--- src/rtl/csr_pkg.sv ---
// Shared CSR address map and Zicsr funct3 encodings for the machine-mode CSR file.
package csr_pkg;

   localparam logic [11:0] CSR_TOHOST       = 12'h51E;
   localparam logic [11:0] CSR_CYCLE        = 12'hC00;
   localparam logic [11:0] CSR_CYCLEH       = 12'hC80;
   localparam logic [11:0] CSR_INSTRET      = 12'hC02;
   localparam logic [11:0] CSR_INSTRETH     = 12'hC82;
   localparam logic [11:0] CSR_SCRATCH_BASE = 12'h7C0;

   typedef enum logic [2:0] {
      CSR_RW  = 3'b001,
      CSR_RS  = 3'b010,
      CSR_RC  = 3'b011,
      CSR_RWI = 3'b101,
      CSR_RSI = 3'b110,
      CSR_RCI = 3'b111
   } csr_op_e;

endpackage

--- src/rtl/csr_file_counter.sv ---
// Free-running W-bit up-counter with enable; wraps to zero after all-ones.
module csr_counter #(
   parameter int unsigned W = 64
) (
   input  logic         clk,
   input  logic         n_rst,
   input  logic         inc,
   output logic [W-1:0] cnt
);

   logic [W-1:0] cnt_q;

   always_ff @(posedge clk or negedge n_rst) begin
      if (!n_rst)   cnt_q <= '0;
      else if (inc) cnt_q <= cnt_q + 1'b1;
   end

   assign cnt = cnt_q;

endmodule

--- src/rtl/csr_file.sv ---
// Machine-mode CSR file: Zicsr decode, scratch bank, cycle/instret counters and
// a tohost register handed to the host through a valid/ack handshake.
module csr_file
   import csr_pkg::*;
#(
   parameter int unsigned XLEN     = 32,
   parameter int unsigned NSCRATCH = 4,
   parameter int unsigned CNT_W    = 64
) (
   input  logic            clk,
   input  logic            n_rst,
   input  logic            csr_en,
   input  logic [31:0]     instr,
   input  logic [XLEN-1:0] rs1_data,
   input  logic            retire,
   output logic [XLEN-1:0] rdata,
   output logic            illegal,
   output logic            stall,
   output logic            tohost_valid,
   output logic [XLEN-1:0] tohost_data,
   input  logic            tohost_ack
);

   logic [11:0]      addr;
   logic [4:0]       rs1_f;
   logic [2:0]       funct3;
   logic [XLEN-1:0]  op, old_val, new_val;
   logic             legal_op, wr_req, mapped, read_only;
   logic             acc_ok, we_tohost, we_scratch;
   logic [CNT_W-1:0] cycle_cnt, instret_cnt;
   logic [31:0]      cycle_hi, instret_hi;
   logic [XLEN-1:0]  scratch_q [NSCRATCH];
   logic [XLEN-1:0]  scratch_rd;
   logic             is_scratch;

   assign addr   = instr[31:20];
   assign rs1_f  = instr[19:15];
   assign funct3 = instr[14:12];
   assign op     = funct3[2] ? {{(XLEN-5){1'b0}}, rs1_f} : rs1_data;

   csr_counter #(.W(CNT_W)) u_cycle (
      .clk(clk), .n_rst(n_rst), .inc(1'b1), .cnt(cycle_cnt)
   );

   csr_counter #(.W(CNT_W)) u_instret (
      .clk(clk), .n_rst(n_rst), .inc(retire), .cnt(instret_cnt)
   );

   if (CNT_W > 32) begin : g_hi
      assign cycle_hi   = cycle_cnt[63:32];
      assign instret_hi = instret_cnt[63:32];
   end else begin : g_no_hi
      assign cycle_hi   = '0;
      assign instret_hi = '0;
   end

   assign is_scratch = (addr[11:4] == CSR_SCRATCH_BASE[11:4]) &&
                       (32'(addr[3:0]) < NSCRATCH);

   always_comb begin
      scratch_rd = '0;
      for (int unsigned i = 0; i < NSCRATCH; i++)
         if (addr[3:0] == 4'(i)) scratch_rd = scratch_q[i];
   end

   // Address decode and old-value mux
   always_comb begin
      old_val   = '0;
      mapped    = 1'b1;
      read_only = 1'b0;
      if (is_scratch) begin
         old_val = scratch_rd;
      end else begin
         case (addr)
            CSR_TOHOST:   old_val = tohost_data;
            CSR_CYCLE:    begin old_val = XLEN'(cycle_cnt[31:0]);   read_only = 1'b1; end
            CSR_CYCLEH:   begin old_val = XLEN'(cycle_hi);          read_only = 1'b1; end
            CSR_INSTRET:  begin old_val = XLEN'(instret_cnt[31:0]); read_only = 1'b1; end
            CSR_INSTRETH: begin old_val = XLEN'(instret_hi);        read_only = 1'b1; end
            default:      mapped = 1'b0;
         endcase
      end
   end

   // Set/clear with a zero rs1/zimm field is a pure read
   always_comb begin
      new_val  = '0;
      legal_op = 1'b1;
      wr_req   = 1'b0;
      case (csr_op_e'(funct3))
         CSR_RW, CSR_RWI: begin new_val = op;            wr_req = 1'b1;           end
         CSR_RS, CSR_RSI: begin new_val = old_val | op;  wr_req = (rs1_f != 5'd0); end
         CSR_RC, CSR_RCI: begin new_val = old_val & ~op; wr_req = (rs1_f != 5'd0); end
         default:         legal_op = 1'b0;
      endcase
   end

   assign illegal    = csr_en && (!legal_op || !mapped || (read_only && wr_req));
   assign acc_ok     = csr_en && !illegal;
   assign stall      = acc_ok && wr_req && (addr == CSR_TOHOST) && tohost_valid && !tohost_ack;
   assign rdata      = acc_ok ? old_val : '0;
   assign we_tohost  = acc_ok && wr_req && (addr == CSR_TOHOST) && !stall;
   assign we_scratch = acc_ok && wr_req && is_scratch;

   always_ff @(posedge clk or negedge n_rst) begin
      if (!n_rst) begin
         tohost_valid <= 1'b0;
         tohost_data  <= '0;
      end else if (we_tohost) begin
         tohost_valid <= 1'b1;
         tohost_data  <= new_val;
      end else if (tohost_ack) begin
         tohost_valid <= 1'b0;
      end
   end

   for (genvar g = 0; g < NSCRATCH; g++) begin : g_scratch
      always_ff @(posedge clk or negedge n_rst) begin
         if (!n_rst)
            scratch_q[g] <= '0;
         else if (we_scratch && (addr[3:0] == 4'(g)))
            scratch_q[g] <= new_val;
      end
   end

endmodule

--- config.mk ---
export PLATFORM = sky130hd
export DESIGN_NAME = csr_file
export DESIGN_NICKNAME = d
export VERILOG_FILES = /design/src/rtl/csr_pkg.sv /design/src/rtl/csr_file_counter.sv /design/src/rtl/csr_file.sv
export SDC_FILE = /design/constraint.sdc
export NUM_CORES = 1
export LEC_CHECK = 0
export BUFFER_PORTS_ARGS = -buffer_cell sky130_fd_sc_hd__clkbuf_2
export CAP_MARGIN = 25
export CELL_PAD_IN_SITES_DETAIL_PLACEMENT = 1
export CELL_PAD_IN_SITES_GLOBAL_PLACEMENT = 2
export CORE_UTILIZATION = 30
export CTS_CLUSTER_SIZE = 28
export DETAILED_ROUTE_END_ITERATION = 16
export PLACE_DENSITY = 0.69
export SYNTH_ARGS = -nofsm -noshare
export SYNTH_HDL_FRONTEND = slang
export SYNTH_SLANG_ARGS = --single-unit
--- constraint.sdc ---
create_clock -name clk -period 5.2 [get_ports clk]
set_input_delay 0.26 -clock clk [delete_from_list [all_inputs] [get_ports clk]]
set_output_delay 0.26 -clock clk [all_outputs]
set_load 0.1 [all_outputs]
==> summary.txt <==
Outcome
  • Run status: complete, no violations

Finish
  • Final instance area: 0.01746 sq mm
  • Fillers: 5,586
  • Final Core Density: 0.3560
  • Layout cells sized above 1: 0.1628
  • Non-filler cells, final: 2,299
  • Area delta synth->final: 16.90%
  • Nets: 1,681

Logic synthesis
  • Yosys top cell by area: dfrtp_1
  • Simple-gate share of the synthesized area: 0.1854
  • Syn Inst Count: 1,509
  • Post-synthesis mux area share: 0.09380
  • Commonest register cell after synthesis: dfrtp_1
  • Syn_area_per_cell: 9.900 sq um
  • Synth warn: 0
  • Main area contributors after synthesis: dfrtp_1, xnor2_1, mux2i_1
  • EDFF count, synth: 0
  • FF+latch count, synth: 289
  • Largest family of logic cells by synthesized area: simple AND/OR/NAND/NOR gates
  • Synth Area in Adders: 0.001675
  • Post-synthesis cell type count: 71
  • Synth top area share: 0.4841
  • Sequential fraction of the synthesis area: 0.4841
  • Post-synthesis xor/xnor area fraction: 0.08618
  • Ys async rst share: 1.000
  • Syn nets: 1,580
  • Cell area after synthesis: 0.01494 sq mm
  • Post-synthesis compound-gate area fraction: 0.1216

Power
  • Cell-internal power: 3.906 mW
  • PwrDens: 295.0 mW/mm^2
  • Clock power share: 0.487
  • Switching Share: 0.2417
  • Leakage: 7.709 nW
  • Overall power: 5.152 mW
  • Power share of the sequential group: 0.449
  • Peak VDD IR: 162.0 uV
  • Psw: 1.245 mW
  • Logic pwr share: 0.064

STA
  • Final setup fails: 0
  • Unrepaired setup endpoints after global routing: no
  • Final hold vios: 0
  • Fin crit share: 0.7170
  • Setup Skew: 15.33 ps
  • Min Tclk post-route: 3728 ps
  • Setup TNS: 0 ps
  • Worst-margin pin slew: 1067 ps
  • Worst Slack Setup Final: 1472 ps
  • Hold WS: 64.92 ps
  • F_max: 0.2682 GHz
  • Max Slew Vio Count: 0
  • Max_slew headroom: 0.2785

Global routing
  • Largest net degree at the start of global routing: 128
  • Vias in the first global route: 12,400
  • First-pass GRT wire length: 77.14 mm
  • Gr ovfl total: 0
  • Antenna violations before repair: 1
  • Total track usage: 0.2017

Worst setup path
  • Critical Path, Cell by Cell: clkbuf_2 -> nor3b_1 -> nand3_1 -> o211ai_1 -> nand3_1 -> buf_4 -> a21oi_1 -> clkbuf_2
  • Kind of critical path: input pin to output port
  • Reg-to-reg critical path endpoint: u_instret.cnt[49]
  • CP Max Fanout: 23
  • CP Capture Type: output port
  • Reg2reg setup slack: 2400 ps
  • Worst r2r src: u_instret.cnt[0]
  • Crit-path max cell delay: 810 ps
  • WP data required: 4940 ps
  • Critical Path Slowest Stage Cell: nor3b_1
  • Worst setup SP type: input pin
  • Arrival @ worst endpoint: 3470 ps
  • Worst R2R Path Depth: 6

Floorplan
  • Initial Util: 0.3046
  • Rows: 81
  • Core area: 0.04905 sq mm
  • Top-Level Pins: 136
  • DIE AREA: 0.05069 sq mm
  • Die Height: 225.2 um
  • DIE WIDTH: 225.2 um

Route
  • Total wire length: 50.26 mm
  • Vias: 11,970
  • Wirelength per Cell: 21.86 um
  • Via density: 5.207
  • Iter 0 DRT Violations: 842
  • Pre-antenna DRT Iters: 5
  • Residual DRC: 0
  • Antenna Violating Nets Remaining: 0

CTS
  • CTS tree: yes
  • Clock Sinks: 289
  • # H-tree levels: 2
  • Post-CTS sizing: 0
  • Root Buffer: clkbuf_16
  • Skew-Pair Late Insertion Delay: 540 ps
  • Clock transition at path regs: 60 ps
  • Clk buf depth: 3
  • Total CTS buffers: 36

Placement
  • Dpl cells: 2,233
  • PortBufs: 123
  • Post-DP HPWL: 35.27 mm
  • Post-DP Area: 0.01626 sq mm
  • Routability cong.: 0.8123
  • Pre-CTS setup slack: 1428 ps

Hold path
  • Worst min-delay path startpoint: tohost_ack
  • Hold EP: tohost_valid
  • Hold Path Depth: 3
  • Hold WC Path Type: input pin to flip-flop

Flow run
  • Max Cap Viol: 0
## power groups by stage
stage / Combinational (mW) / Clock [mW] / Sequential, mW
2_1_floorplan: 0.176 / 0 / 2.35
3_3_place_gp: 0.326 / 0 / 2.35
3_5_place_dp: 0.332 / 0 / 2.36
4_1_cts: 0.335 / 2.59 / 2.31
5_1_grt: 0.360 / 2.67 / 2.32
6_report: 0.328 / 2.51 / 2.32
## sequential cells by signal, indices dropped and copies added (netlist names)
register and cells:
scratch_q 128, u_cycle.cnt 64, u_instret.cnt 64, tohost_data 32
tohost_valid 1
## worst max-delay path by stage
stage                          from        to  slack [ps]  cells after the start
final                     instr[24]  rdata[1]        1470                      8
after CTS                 instr[24]  rdata[1]        1420                      8
after global placement    instr[24]  rdata[1]        1420                      8
after floorplan           instr[18]  rdata[1]        1750                      6
after detailed placement  instr[24]  rdata[1]        1430                      8
after global routing      instr[24]  rdata[1]        1130                      8
## layout make-up
class,instances,area [sq um],area share
Multi-Input combinational cell,1120,7320,0.4191
Clock inverter,7,60.06,0.003439
Timing Repair Buffer,151,860.8,0.04929
Clock buffer,55,1114,0.06376
Tap cell,664,830.8,0.04757
Sequential cell,289,7232,0.4141
Antenna cell,1,2.502,0.0001433
Inverter,12,45.04,0.002579
## Yosys cell counts (17+ instances only)
library cell	number
and3_1	20
xnor2_1	107
nor2_1	128
nand2_1	194
o21ai_0	95
a221o_1	23
nand2b_1	25
a21o_1	20
nor3_1	19
or2_2	17
nand4_1	43
clkbuf_1	66
dfrtp_1	289
xor2_1	40
o21ai_1	39
a222oi_1	21
and4_1	17
mux2i_1	86
o22ai_1	25
nand3_1	50
mux2_2	30
## layer usage
layer / part of all wire / GRT usage
met1: 0.47 / 0.2803
met2: 0.46 / 0.3198
met3: 0.050 / 0.04016
met4: 0.020 / 0.05113
met5: 0.00020 / 0
## cells by family (layout without fill, tap and decap cells)
| family | Yosys count | in the layout |
|---|---|---|
| multiplexers | 129 | 129 |
| buffers and inverters | 100 | 225 |
| XOR/XNOR | 147 | 147 |
| flip-flops | 289 | 289 |
| AND/OR/NAND/NOR | 565 | 565 |
| adder cells (fa/ha/maj) | 2 | 2 |
| other | 0 | 1 |
| AO/OA/AOI/OAI | 277 | 277 |
## timing repair
| action | CTS | global route |
|---|---|---|
| hold buffers | 2 | 0 |
| endpoints found under the hold margin | 107 | 0 |
| setup buffers | 0 | 0 |
## placed cells by master (no fill, tap or decap), types with 5 or more instances in the layout
master / count
xnor2_1: 107
buf_4: 25
clkbuf_16: 37
nand2_1: 194
or3_1: 6
xor2_1: 40
and4_1: 17
a222oi_1: 21
mux2i_1: 86
nor2_1: 128
nor3_1: 19
clkbuf_1: 6
mux4_2: 5
clkinv_2: 6
a221oi_1: 6
nand2b_1: 25
or2_2: 17
o21ai_1: 39
o21ai_0: 95
clkbuf_2: 121
o22ai_1: 25
nand4_1: 43
nor4_1: 5
a21o_1: 20
a221o_1: 23
inv_1: 11
and3_1: 20
mux2_2: 30
mux2_1: 8
clkbuf_8: 12
a21oi_1: 16
nand3_1: 50
dfrtp_1: 289
nor2b_1: 11
## worst max-delay path, delay by kind of cell
| kind | cells | cell delay (ps) |
|---|---|---|
| compound gates | 2 | 580 |
| simple gates | 3 | 1590 |
| buf+inv | 3 | 1000 |
Power figures use the tool's default switching activity.
